$ cat src/rtl/int_sequencer.sv
// int_sequencer: multi-cycle controller for interrupt entry and return-from-interrupt.
// On entry it drains the pipeline, pushes the 32-bit return PC as two 16-bit
// stack words (high word first), then vectors to INT_VECTOR. On RTI it pops
// the low word, then the high word, and resumes at the reassembled PC.
//
// Stack handshake: push_en / pop_en act as "valid" and are held steady, with
// stable push_data, until mem_ready is high. A word transfers in exactly the
// cycle where the enable and mem_ready are both high; pop_data is captured in
// that same cycle.
module int_sequencer #(
    parameter int unsigned DRAIN_CYCLES = 3,
    parameter logic [31:0] INT_VECTOR   = 32'h0000_0000
) (
    input  logic        clk,
    input  logic        reset,
    input  logic        int_req,
    input  logic        ret_req,
    input  logic [31:0] pc_current,
    input  logic        mem_ready,
    input  logic [15:0] pop_data,
    output logic        stall_fetch,
    output logic        flush_fd,
    output logic        flush_de,
    output logic        push_en,
    output logic [15:0] push_data,
    output logic        pop_en,
    output logic [1:0]  mem_state,
    output logic        pc_load,
    output logic [31:0] pc_load_val,
    output logic        int_active,
    output logic [2:0]  state_dbg
);

    typedef enum logic [2:0] {
        IDLE    = 3'd0,
        DRAIN   = 3'd1,
        PUSH_HI = 3'd2,
        PUSH_LO = 3'd3,
        VECTOR  = 3'd4,
        POP_LO  = 3'd5,
        POP_HI  = 3'd6,
        RESUME  = 3'd7
    } state_t;

    localparam logic [3:0] DRAIN_LOAD = 4'(DRAIN_CYCLES - 1);

    state_t      state;
    state_t      state_next;
    logic        pending;
    logic [31:0] saved_pc;
    logic [31:0] ret_pc;
    logic [3:0]  drain_cnt;
    logic        start_rti;
    logic        start_int;

    // RTI has priority over a pending interrupt when both are seen in IDLE.
    assign start_rti = (state == IDLE) && ret_req && int_active;
    assign start_int = (state == IDLE) && !start_rti && pending && !int_active;

    assign state_dbg = state;

    // State register.
    always_ff @(posedge clk or negedge reset) begin
        if (!reset) begin
            state <= IDLE;
        end else begin
            state <= state_next;
        end
    end

    // Next-state decode.
    always_comb begin
        state_next = state;
        case (state)
            IDLE: begin
                if (start_rti) begin
                    state_next = POP_LO;
                end else if (start_int) begin
                    state_next = DRAIN;
                end
            end
            DRAIN:   if (drain_cnt == 4'd0) state_next = PUSH_HI;
            PUSH_HI: if (mem_ready) state_next = PUSH_LO;
            PUSH_LO: if (mem_ready) state_next = VECTOR;
            VECTOR:  state_next = IDLE;
            POP_LO:  if (mem_ready) state_next = POP_HI;
            POP_HI:  if (mem_ready) state_next = RESUME;
            RESUME:  state_next = IDLE;
            default: state_next = IDLE;
        endcase
    end

    // Moore output decode; everything is zero unless the state asserts it.
    always_comb begin
        stall_fetch = 1'b0;
        flush_fd    = 1'b0;
        flush_de    = 1'b0;
        push_en     = 1'b0;
        push_data   = 16'h0000;
        pop_en      = 1'b0;
        mem_state   = 2'b00;
        pc_load     = 1'b0;
        pc_load_val = 32'h0000_0000;
        case (state)
            DRAIN: begin
                stall_fetch = 1'b1;
                flush_fd    = 1'b1;
            end
            PUSH_HI: begin
                stall_fetch = 1'b1;
                push_en     = 1'b1;
                mem_state   = 2'b01;
                push_data   = saved_pc[31:16];
            end
            PUSH_LO: begin
                stall_fetch = 1'b1;
                push_en     = 1'b1;
                mem_state   = 2'b01;
                push_data   = saved_pc[15:0];
            end
            VECTOR: begin
                pc_load     = 1'b1;
                pc_load_val = INT_VECTOR;
                flush_de    = 1'b1;
            end
            POP_LO, POP_HI: begin
                stall_fetch = 1'b1;
                pop_en      = 1'b1;
                mem_state   = 2'b10;
            end
            RESUME: begin
                pc_load     = 1'b1;
                pc_load_val = ret_pc;
                flush_fd    = 1'b1;
                flush_de    = 1'b1;
            end
            default: ;
        endcase
    end

    // Sequence datapath: pending latch, handler flag, drain counter, PC words.
    always_ff @(posedge clk or negedge reset) begin
        if (!reset) begin
            pending    <= 1'b0;
            int_active <= 1'b0;
            saved_pc   <= 32'h0000_0000;
            ret_pc     <= 32'h0000_0000;
            drain_cnt  <= 4'd0;
        end else begin
            // A request arriving in the VECTOR cycle itself is kept, not lost.
            pending <= int_req || (pending && (state != VECTOR));

            if (state == VECTOR) begin
                int_active <= 1'b1;
            end else if (state == RESUME) begin
                int_active <= 1'b0;
            end

            if (start_int) begin
                saved_pc  <= pc_current;
                drain_cnt <= DRAIN_LOAD;
            end else if ((state == DRAIN) && (drain_cnt != 4'd0)) begin
                drain_cnt <= drain_cnt - 4'd1;
            end

            if ((state == POP_LO) && mem_ready) begin
                ret_pc[15:0] <= pop_data;
            end
            if ((state == POP_HI) && mem_ready) begin
                ret_pc[31:16] <= pop_data;
            end
        end
    end

endmodule

$ cat config.mk
export PLATFORM = sky130hd
export DESIGN_NAME = int_sequencer
export DESIGN_NICKNAME = d
export VERILOG_FILES = /design/src/rtl/int_sequencer.sv
export SDC_FILE = /design/constraint.sdc
export NUM_CORES = 1
export LEC_CHECK = 0
export CORE_MARGIN = 2
export CORE_UTILIZATION = 49
export DETAILED_ROUTE_END_ITERATION = 10
export PLACE_DENSITY = 0.9
export SYNTH_ARGS = -nofsm -noshare
export SYNTH_HDL_FRONTEND = slang
export SYNTH_SLANG_ARGS = --single-unit
export TNS_END_PERCENT = 100
$ cat constraint.sdc
create_clock -name clk -period 3.2 [get_ports clk]
set_clock_uncertainty 0.2 [all_clocks]
set_input_delay 0.64 -clock clk [delete_from_list [all_inputs] [get_ports clk]]
set_output_delay 0.64 -clock clk [all_outputs]
set_load 0.05 [all_outputs]
-- Word level (Yosys, flattened, before mapping)
Index checks and enable logic that the tools add are counted.
Widths: inputs -> output; s select.
- add/subtract/negate cells: 1
- $mul: 0
- div/mod/pow operators: 0
- magnitude comparators: 0
- equal/unequal tests: 14
- shift operators: 0
- mux-type cells: 20
- bitwise logic cells: 0
- reductions and logical operators: 23
- operator list (kind ; count):
    $mux 32 ; 1
    $pmux 16 s2 ; 1
    $mux 3 ; 7
    $pmux 3 s7 ; 1
    $eq 3x3->1 const B ; 4
    $ne 2x2->1 const B ; 5
    $logic_and 1x1->1 ; 9
    $mux 4 ; 2
    $reduce_or 2->1 ; 4
    $mux 1 ; 7
    $eq 3x2->1 const B ; 2
    $ne 3x3->1 const B ; 2
    $reduce_and 6->1 ; 1
    $reduce_or 5->1 ; 1
    $logic_not 4->1 ; 1
    $pmux 2 s2 ; 1
    $reduce_bool 2->1 ; 2
    $reduce_bool 4->1 ; 1
    $sub 4x1->4 const B ; 1
    $eq 3x1->1 const B ; 1
    $logic_not 3->1 ; 1
    $logic_not 1->1 ; 2
    $logic_or 1x1->1 ; 1
- register bits: 73
- bits in latches: 0
- RAM bits: 0
- memory bits (read-only): 0
- input bits: 53
- output and inout port bits: 60
- word-level logic and storage cells: 65
- memories kept: 0

-- Depth between registers and ports, before layout
Gate-level depths: netlist of the first run.
- depth in word-level cells: 10
- gate-level depth with buffers: 6
- mapped depth without buffers: 5

-- Least setup slack after synthesis of the first run
OpenSTA, ideal clock, no wires.
- path type: reg2out
- start point: register state[1], in the netlist state_dbg[1]
- end point: output flush_fd
- arrival time: 2.525 ns
- data required time: 2.360 ns
- setup slack: -0.165 ns
- stages on the path, launching flop included: 6
- path buffers: 2
- path through: dfrtp_1 -> buf_6 -> nand2b_1 -> clkbuf_1 -> inv_1 -> nor3_1
- longest elaborated chain between the ends: 3
- elaborated cells between the ends (all ways): 4
- classes of those cells: eq/ne (2); mux (1); reduce/logical (1)
- ends and longest elaborated chain (what ; RTL line ; RTL):
    start, declared ; 47 ; state_t state;
    start signal, assigned ; 67 ; state <= state_next;
    $eq 3x3->1 / $eq 3x1->1 (equally long branches) ; 104 ; case (state)
    $reduce_or 2->1 (no source line) * ; -- ;
    $mux 1 * ; 104 ;
    end, declared ; 22 ; output logic flush_fd,
Mark *: on every way between the ends. The rest lies on a longest branch, timed or not.

-- Worst setup path after layout of the first run
- start point: register state[2], in the netlist state_dbg[2]
- end point: output mem_state[0]
- longest elaborated chain between the ends: 3
- elaborated cells between the ends (all ways): 7
- classes of those cells: eq/ne (4); mux (1); reduce/logical (2)
- ends and longest elaborated chain (what ; RTL line ; RTL):
    $eq 3x3->1 / $eq 3x2->1 (equally long branches) ; 104 ;
    $reduce_or 2->1 ; -- ;
    $pmux 2 s2 * ; 104 ;
    end, declared ; 27 ; output logic [1:0] mem_state,
Marks and branches as above.

==> results of run 1 <==
[worst max path at each step]
stage / slack, ns / endpoint / from / cells after the start
after floorplan: 0.25 / push_data[0] / state_dbg[0] / 5
after global placement: 0.72 / mem_state[0] / state_dbg[2] / 3
after detailed placement: 0.71 / mem_state[0] / state_dbg[2] / 3
after CTS: 0.33 / mem_state[0] / state_dbg[2] / 3
after global routing: 0.20 / mem_state[0] / state_dbg[2] / 3
final: 0.33 / mem_state[0] / state_dbg[2] / 3
[stage by stage]
step | setup WS, ns | hold slack, ns | cells
global route | 0.204 | 0.0553 | 476
detailed placement | 0.707 | 0.285 | 460
global placement | 0.719 | 0.278 | 460
floorplan | 0.246 | 0.144 | 278
CTS | 0.328 | 0.0397 | 476
finish | 0.328 | 0.0309 | 476
[registers in the layout (all words and copies together) (netlist names)]
name	count
saved_pc	32
int_active	1
drain_cnt	4
state_dbg	3
ret_pc	32
pending	1
[kinds of logic (layout without fill, tap and decap cells)]
group | after synthesis | after routing | share of synthesized area [%]
multiplexers | 81 | 81 | 26.1
AO/OA/AOI/OAI | 15 | 15 | 2.64
AND/OR/NAND/NOR | 81 | 81 | 13.1
buffers and inverters | 25 | 143 | 3.73
adder cells (fa/ha/maj) | 2 | 2 | 0.732
flip-flops | 73 | 73 | 53.4
XOR/XNOR | 1 | 1 | 0.256
[cell usage after synthesis]
| library cell | number |
|---|---|
| a21o_1 | 1 |
| a21oi_1 | 4 |
| a221oi_1 | 1 |
| a31oi_1 | 1 |
| and2_1 | 33 |
| and3b_1 | 1 |
| buf_2 | 6 |
| buf_4 | 5 |
| buf_6 | 1 |
| clkbuf_1 | 6 |
| dfrtp_1 | 73 |
| ha_1 | 2 |
| inv_1 | 7 |
| mux2_2 | 65 |
| mux2i_1 | 16 |
| nand2_1 | 4 |
| nand2b_1 | 1 |
| nand3_1 | 2 |
| nand4_1 | 1 |
| nor2_1 | 22 |
| nor2b_1 | 5 |
| nor3_1 | 3 |
| nor3b_1 | 1 |
| nor4bb_1 | 1 |
| o21a_1 | 1 |
| o21ai_0 | 5 |
| o22ai_1 | 1 |
| o41ai_1 | 1 |
| or2_2 | 1 |
| or3_1 | 3 |
| or3b_1 | 1 |
| or4_1 | 2 |
| xnor2_1 | 1 |
[worst reg2reg max path: cells and delay by family, from the launching register on]
family	cells	cell delay [ns]
simple gates	2	0.53
flops	1	0.42
buf+inv	2	0.65
mux	1	0.41
[cell type report]
type | count | share of cell area (%)
Inverter | 7 | 0.505
Multi-Input combinational cell | 180 | 28.5
Clock buffer | 12 | 3.18
Tap cell | 80 | 1.92
Clock inverter | 4 | 0.962
Timing Repair Buffer | 120 | 29.8
Sequential cell | 73 | 35.1
[routing by layer]
| layer | track usage [%] | up-vias |
|---|---|---|
| li1 | - | 1173 |
| met1 | 27.3 | 1270 |
| met2 | 36.0 | 82 |
| met3 | 5.12 | 12 |
| met4 | 7.97 | 0 |
| met5 | 0 | - |
[power groups by stage]
| stage | clock network, uW | registers (uW) | logic [uW] |
|---|---|---|---|
| floorplan | 0 | 1620 | 1830 |
| global placement | 0 | 1610 | 2840 |
| detailed placement | 0 | 1650 | 2910 |
| CTS | 768 | 1640 | 2920 |
| global route | 813 | 1700 | 3060 |
| finish | 758 | 1640 | 2890 |
==> metrics.md, run 1 <==
| Metric | Value |
|---|---|
| CTS tree | built |
| Max-Cap Viols | 0 |
| Synth top area cells | dfrtp_1, mux2_2, and2_1 |
| Design Power | 5290 uW |
| CP Buf/Inv Count | 2 |
| CTS Buf Count | 9 |
| Layout Area Growth over Synthesis | 52.2% |
| Met1 WL | roughly 3.1 mm |
| Ant. Diodes | 0 |
| Max-slew violations | 0 |
| Worst-path fanout max | 16 |
| Cell taking the most area after synthesis | dfrtp_1 |
| Worst-Skew Late Latency | between 0.3 and 0.4 ns |
| Largest net degree at the start of global routing | 56 |
| # DRC | 0 |
| DP Area | 0.00499 mm^2 |
| Post-CTS sizing | 0 |
| Fin Setup TNS | 0 ns |
| Met2 WL | approximately 4.2 mm |
| Final Hold Viols | 0 |
| Lkg Pwr | approximately 0.0023 uW |
| Commonest non-fill, non-tap cell in the layout | dfrtp_1 |
| Synth Cell Area | ~0.0034 mm^2 |
| # Post-CTS Setup Buffers | 0 |
| Worst-Margin Slew | just under 0.8 ns |
| Reg clk slew, reported paths | 0.08 ns |
| Drt pass-1 iters | 4 |
| Switching part of the total | approximately 41% |
| Yosys reg bits | 73 |
| Post-Route WL | 7.84 mm |
| Syn Area/Cell | approximately 12 um^2 |
| Post-route cell area | 0.00520 mm^2 |
| # setup viols final | 0 |
| Fill cells | 404 |
| Most frequent cells in the layout | dfrtp_1, mux2_2, clkdlybuf4s50_1, buf_12, and2_1 |
| Max VDD drop | about 0.67 mV |
| Arrival @ worst endpoint | between 2 and 2.5 ns |
| Vias post-DR | roughly 2500 |
| Clock share of power | between 10 and 15% |
| Top cell type's share of synthesized area | 53.4% |
| Multi-input gate area | 0.00148 mm^2 |
| YS warnings | 0 |
| Post-DP HPWL | about 5.7 mm |
| Fin crit period | approximately 2.9 ns |
| Cts hold-fix bufs | 0 |
| Number of antenna violations at the first check in global routing | 0 |
| Clock Root Buffer | clkbuf_8 |
| Run status | finished clean |
| Top delay family on crit path | buffers and inverters |
| Gr usage total | a little over a fifth |
| Startpoint Class | register |
| Vias in the first global route | 2538 |
| Crit Reg-Reg Startpoint | state_dbg[0] |
| Sink Count | 73 |
| Post-synthesis cell count | between 200 and 300 |
| CP required | approximately 2.4 ns |
| Slowest-stage cell, CP | clkdlybuf4s50_1 |
| DIE WIDTH | 87.5 um |
| R2R Setup Slk | slightly below 0.9 ns |
| Pwr dens | 1020 mW/mm^2 |
| Detailed-route wire length per cell | about 16 um |
| Slowest Stage Delay on Critical Path | a little over 0.8 ns |
| Reg-to-reg endpoint | saved_pc[31] |
| Crit. End Element | primary output |
| Comb power frac | between 50 and 60% |
| Maximum root-to-sink buffer count | 2 |
| Layout cells sized above 1 | 37.6% |
| CP Class | register to primary output |
| Yosys cell types | 33 |
| Vias/cell | between 5 and 6 |
| Pint | roughly 3100 uW |
| Num rows | 30 |
| Sequential power share | 31.0% |
| IO Count | roughly 110 |
| Nets | about 450 |
| Psw | approximately 2200 uW |
| Register area share after synthesis | a little over half |
| Highest routed layer | met4 |
| Crit-path cells | nand2b_1, inv_1, clkdlybuf4s50_1 |
| Syn nets | between 300 and 400 |
| Register Area | about 0.0018 mm^2 |
| Buffers on Ports | 112 |
| Period utilization | about nine tenths |
| Initial DRC Count | roughly 120 |
| Core area | about 0.0068 mm^2 |
| Worst hold path type | input pin to asynchronous set/reset pin |
| GRT Residual Overflow | 0 |
| Placer congestion estimate | between 0.7 and 0.8 |
| Die area | around 0.0077 mm^2 |
| ANT nets after route | 0 |
| Final Util | 77.0% |
| Metal3 WL | 454 um |
| Slew HR | between 40 and 50% |
| RSZ-0062 raised after global routing | false |
| Max frequency | roughly 350 MHz |
| Chip height | ~90 um |
| H-tree levels | 3 |
| Initial core utilization | between 50% and 60% |
| First-pass GRT wire length | around 13 mm |
| FF-to-FF path depth | 5 |
Note: power is estimated with default switching activity, not from simulation.
==> inputs of run 2 (changes only) <==
- ABC_AREA: unset -> 1
- CORE_UTILIZATION: 49 -> 42
- PLACE_DENSITY: 0.9 -> 0.82
- clock period: 3.2 -> 2.3 ns (I/O delays scaled with it)
==> metrics.md, run 2 <==
| Metric | Value |
|---|---|
| Drt pass-1 iters | 5 (was 4) |
| Largest regs | ret_pc: 32 flops, saved_pc: 32 flops, drain_cnt: 4 flops (unchanged) |
| Maximum root-to-sink buffer count | 2 (unchanged) |
| Crit-path cells | nand2_2, nor2_4, inv_2, buf_12, nor2_1, buf_4 (was nand2b_1, inv_1, clkdlybuf4s50_1) |
| Most frequent cells in the layout | inv_1, nand2_1, dfrtp_1, o21ai_0, clkdlybuf4s50_1 (was dfrtp_1, mux2_2, clkdlybuf4s50_1, buf_12, and2_1) |
| Sequential power share | 28.8% (was 31.0%) |
| H-tree levels | 3 (unchanged) |
| # DRC | 0 (unchanged) |
| Clock share of power | 14.3% (about the same) |
| Slowest Stage Delay on Critical Path | 0.44 ns (was 0.83 ns) |
| Vias/cell | 4.78 (was 5.33) |
| Num rows | 33 (was 30) |
| Commonest non-fill, non-tap cell in the layout | inv_1 (was dfrtp_1) |
| Switching part of the total | 45.3% (was 40.9%) |
| Slowest-stage cell, CP | dfrtp_2 (was clkdlybuf4s50_1) |
| Top-count cell post-synth | inv_1 (was dfrtp_1) |
| EDFF count, synth | 0 (unchanged) |
| IO Count | 113 (unchanged) |
| Layout cells sized above 1 | 29.1% (was 37.6%) |
| Run status | finished clean (unchanged) |
| YS warnings | 0 (unchanged) |
| Max VDD drop | 0.930 mV (was 0.672 mV) |
| Worst hold slack | 0.287 ns (was 0.0309 ns) |
| Register area share after synthesis | 52.6% (was 53.4%) |
| Worst-Skew Late Latency | 0.34 ns (about the same) |
| Psw | 3560 uW (was 2160 uW) |
| Max frequency | between 400 and 500 MHz |
| Initial DRC Count | 186 (was 117) |
| Top cell type's share of synthesized area | 52.6% (was 53.4%) |
| Reg clk slew, reported paths | 0.09 ns (was 0.08 ns) |
| Pwr dens | 1420 mW/mm^2 (was 1020 mW/mm^2) |
| Initial core utilization | 42.9% (was 50.6%) |
| Syn Area/Cell | 7.75 um^2 (was 12.3 um^2) |
| Pint | 4290 uW (was 3120 uW) |
| CP Buf/Inv Count | 3 (was 2) |
| Vias in the first global route | 3135 (was 2538) |
| Worst-Margin Slew | 0.599 ns (was 0.773 ns) |
| Final Util | 68.4% (was 77.0%) |
| Startpoint Class | register (unchanged) |
| First-pass GRT wire length | 14.3 mm (was 12.6 mm) |
| Placer congestion estimate | 0.900 (was 0.737) |
| Post-DP HPWL | 6.09 mm (was 5.66 mm) |
| Syn nets | 503 (was 333) |
| Largest net degree at the start of global routing | 70 (was 56) |
| DIE WIDTH | 94.9 um (was 87.5 um) |
| Asr flop ratio synth | 100% (unchanged) |
| Fin crit period | 2.26 ns |
| Core area | 0.00809 mm^2 (was 0.00676 mm^2) |
| Ant. Diodes | 0 (unchanged) |
| Number of antenna violations at the first check in global routing | 0 (unchanged) |
| Worst-path fanout max | 17 (was 16) |
| DP Area | 0.00504 mm^2 (was 0.00499 mm^2) |
| CP required | 1.64 ns (was 2.36 ns) |
| Detailed-route wire length per cell | 13.6 um (was 16.5 um) |
| Crit. End Element | primary output (unchanged) |
| Top FF cell, synth | dfrtp_1 (unchanged) |
| GRT Residual Overflow | 0 (unchanged) |
| Clock Root Buffer | clkbuf_8 (unchanged) |
| Top delay family on crit path | buffers and inverters (unchanged) |
| CP Class | register to primary output (unchanged) |
| Post-synthesis cell count | 448 (was 278) |
| Buffers on Ports | 112 (unchanged) |
| Synth top area cells | dfrtp_1, o21ai_0, inv_1 (was dfrtp_1, mux2_2, and2_1) |
| Comb power frac | 56.9% (was 54.7%) |
| Synth Cell Area | 0.00347 mm^2 (was 0.00342 mm^2) |
| Max-Cap Viols | 0 (unchanged) |
| Design Power | 7850 uW (was 5290 uW) |
| Arrival @ worst endpoint | 1.60 ns (was 2.03 ns) |
| Synth cell count leaders | inv_1, nand2_1, dfrtp_1 (was dfrtp_1, mux2_2, and2_1) |
| Yosys reg bits | 73 (unchanged) |
| Chip height | 94.9 um (was 87.5 um) |
| Period utilization | just under 100% |
| Fill cells | 615 (was 404) |
| Die area | 0.00901 mm^2 (was 0.00766 mm^2) |
| Yosys cell types | 20 (was 33) |
| CTS Buf Count | 9 (unchanged) |
| Nets | 621 (was 446) |
| Layout Area Growth over Synthesis | 59.4% (was 52.2%) |
| Max-slew violations | 0 (unchanged) |
| Cell taking the most area after synthesis | dfrtp_1 (unchanged) |
| Worst hold path type | register to register (was input pin to asynchronous set/reset pin) |
| ANT nets after route | 0 (unchanged) |
| Worst Slack Setup Final | 0.0422 ns (was 0.328 ns) |
| Dpl ws | 0.155 ns (was 0.707 ns) |
| # setup viols final | 0 (unchanged) |
| Post-route cell area | 0.00553 mm^2 (was 0.00520 mm^2) |
| Vias post-DR | 3229 (was 2537) |
| Gr usage total | 20.1% (was 21.5%) |
| Lkg Pwr | 0.00271 uW (was 0.00232 uW) |
| CTS tree | built (unchanged) |
| Post-Route WL | 9.18 mm (was 7.84 mm) |
| Sink Count | 73 (unchanged) |
| Slew HR | 60.1% (was 48.3%) |
| Final Hold Viols | 0 (unchanged) |
run 2: cell count changes after synthesis, moves of 22 or more:
cell,before,now
nand3_1,2,24
mux2_2,65,0
nand2_1,4,77
o21ai_0,5,70
nor2_1,22,56
and2_1,33,0
inv_1,7,91
run 2: what timing repair did:
| action | in CTS | in global routing |
|---|---|---|
| endpoints found under the hold margin | 20 | 0 |
| hold buffers | 1 | 0 |
| setup buffers | 5 | 1 |
| pin swaps | 2 | 3 |
| cloned | 0 | 2 |
| setup endpoints to repair | 53 | 54 |
| resized for setup | 8 | 39 |
run 2: worst paths after layout:
path | from | to | slack (ns) | cells past startpoint
max | state_dbg[1] | pc_load_val[31] | 0.04 | 6
min | saved_pc[31] | saved_pc[31] | 0.29 | 2
max reg2reg | state_dbg[1] | drain_cnt[3] | 0.33 | 6
min reg2reg | saved_pc[31] | saved_pc[31] | 0.29 | 2
max in group asynchronous | reset | state_dbg[0] | 0.87 | 3
min in group asynchronous | reset | ret_pc[18] | 0.41 | 2
run 2: kinds of logic (layout without fill, tap and decap cells):
| logic type | Yosys count | count (layout) | synth area share, % |
|---|---|---|---|
| AOI/OAI and AO/OA | 90 | 90 | 13.2 |
| DFF | 73 | 73 | 52.6 |
| adders and majority gates | 2 | 2 | 0.721 |
| buffers and inverters | 116 | 239 | 13.2 |
| and+or+nand+nor | 167 | 167 | 20.3 |
run 2: per-layer routing:
metal / GRT usage, % / part of all wire [%] / wire length, um / up-vias
met1: 24.3 / 41 / 3750 / 1475
met5: 0 / 0 / 0 / -
met4: 7.37 / 1.0 / 95 / 0
met2: 33.5 / 49 / 4510 / 137
met3: 6.86 / 9.0 / 825 / 13
li1: - / - / - / 1604
run 2: final cells by class:
type,count,area [um^2],area share (%)
inverter,94,363,6.56
clock buffer,10,138,2.49
sequential,73,1830,33.1
tap,105,131,2.38
clock inverter,6,91.3,1.65
multi-input combinational,259,1450,26.3
timing repair buffer,129,1520,27.6
run 2: per-stage QoR:
| step | TNS (ns) | instances |
|---|---|---|
| floorplan | -1.95 | 448 |
| global placement | 0 | 651 |
| detailed placement | 0 | 651 |
| CTS | 0 | 673 |
| global route | -0.107 | 676 |
| finish | 0 | 676 |
run 2: power by group through the flow:
stage               sequential, uW  clock, uW  combinational, uW
floorplan                     2300          0               2610
global placement              2250          0               4080
detailed placement            2280          0               4180
CTS                           2240       1140               4340
global route                  2320       1200               4830
finish                        2260       1120               4470
run 2: worst min-delay path: stages, from the launching register on:
cell and delay (ns):
dfrtp_1 0.35, nand2_1 0.05, o21ai_0 0.06
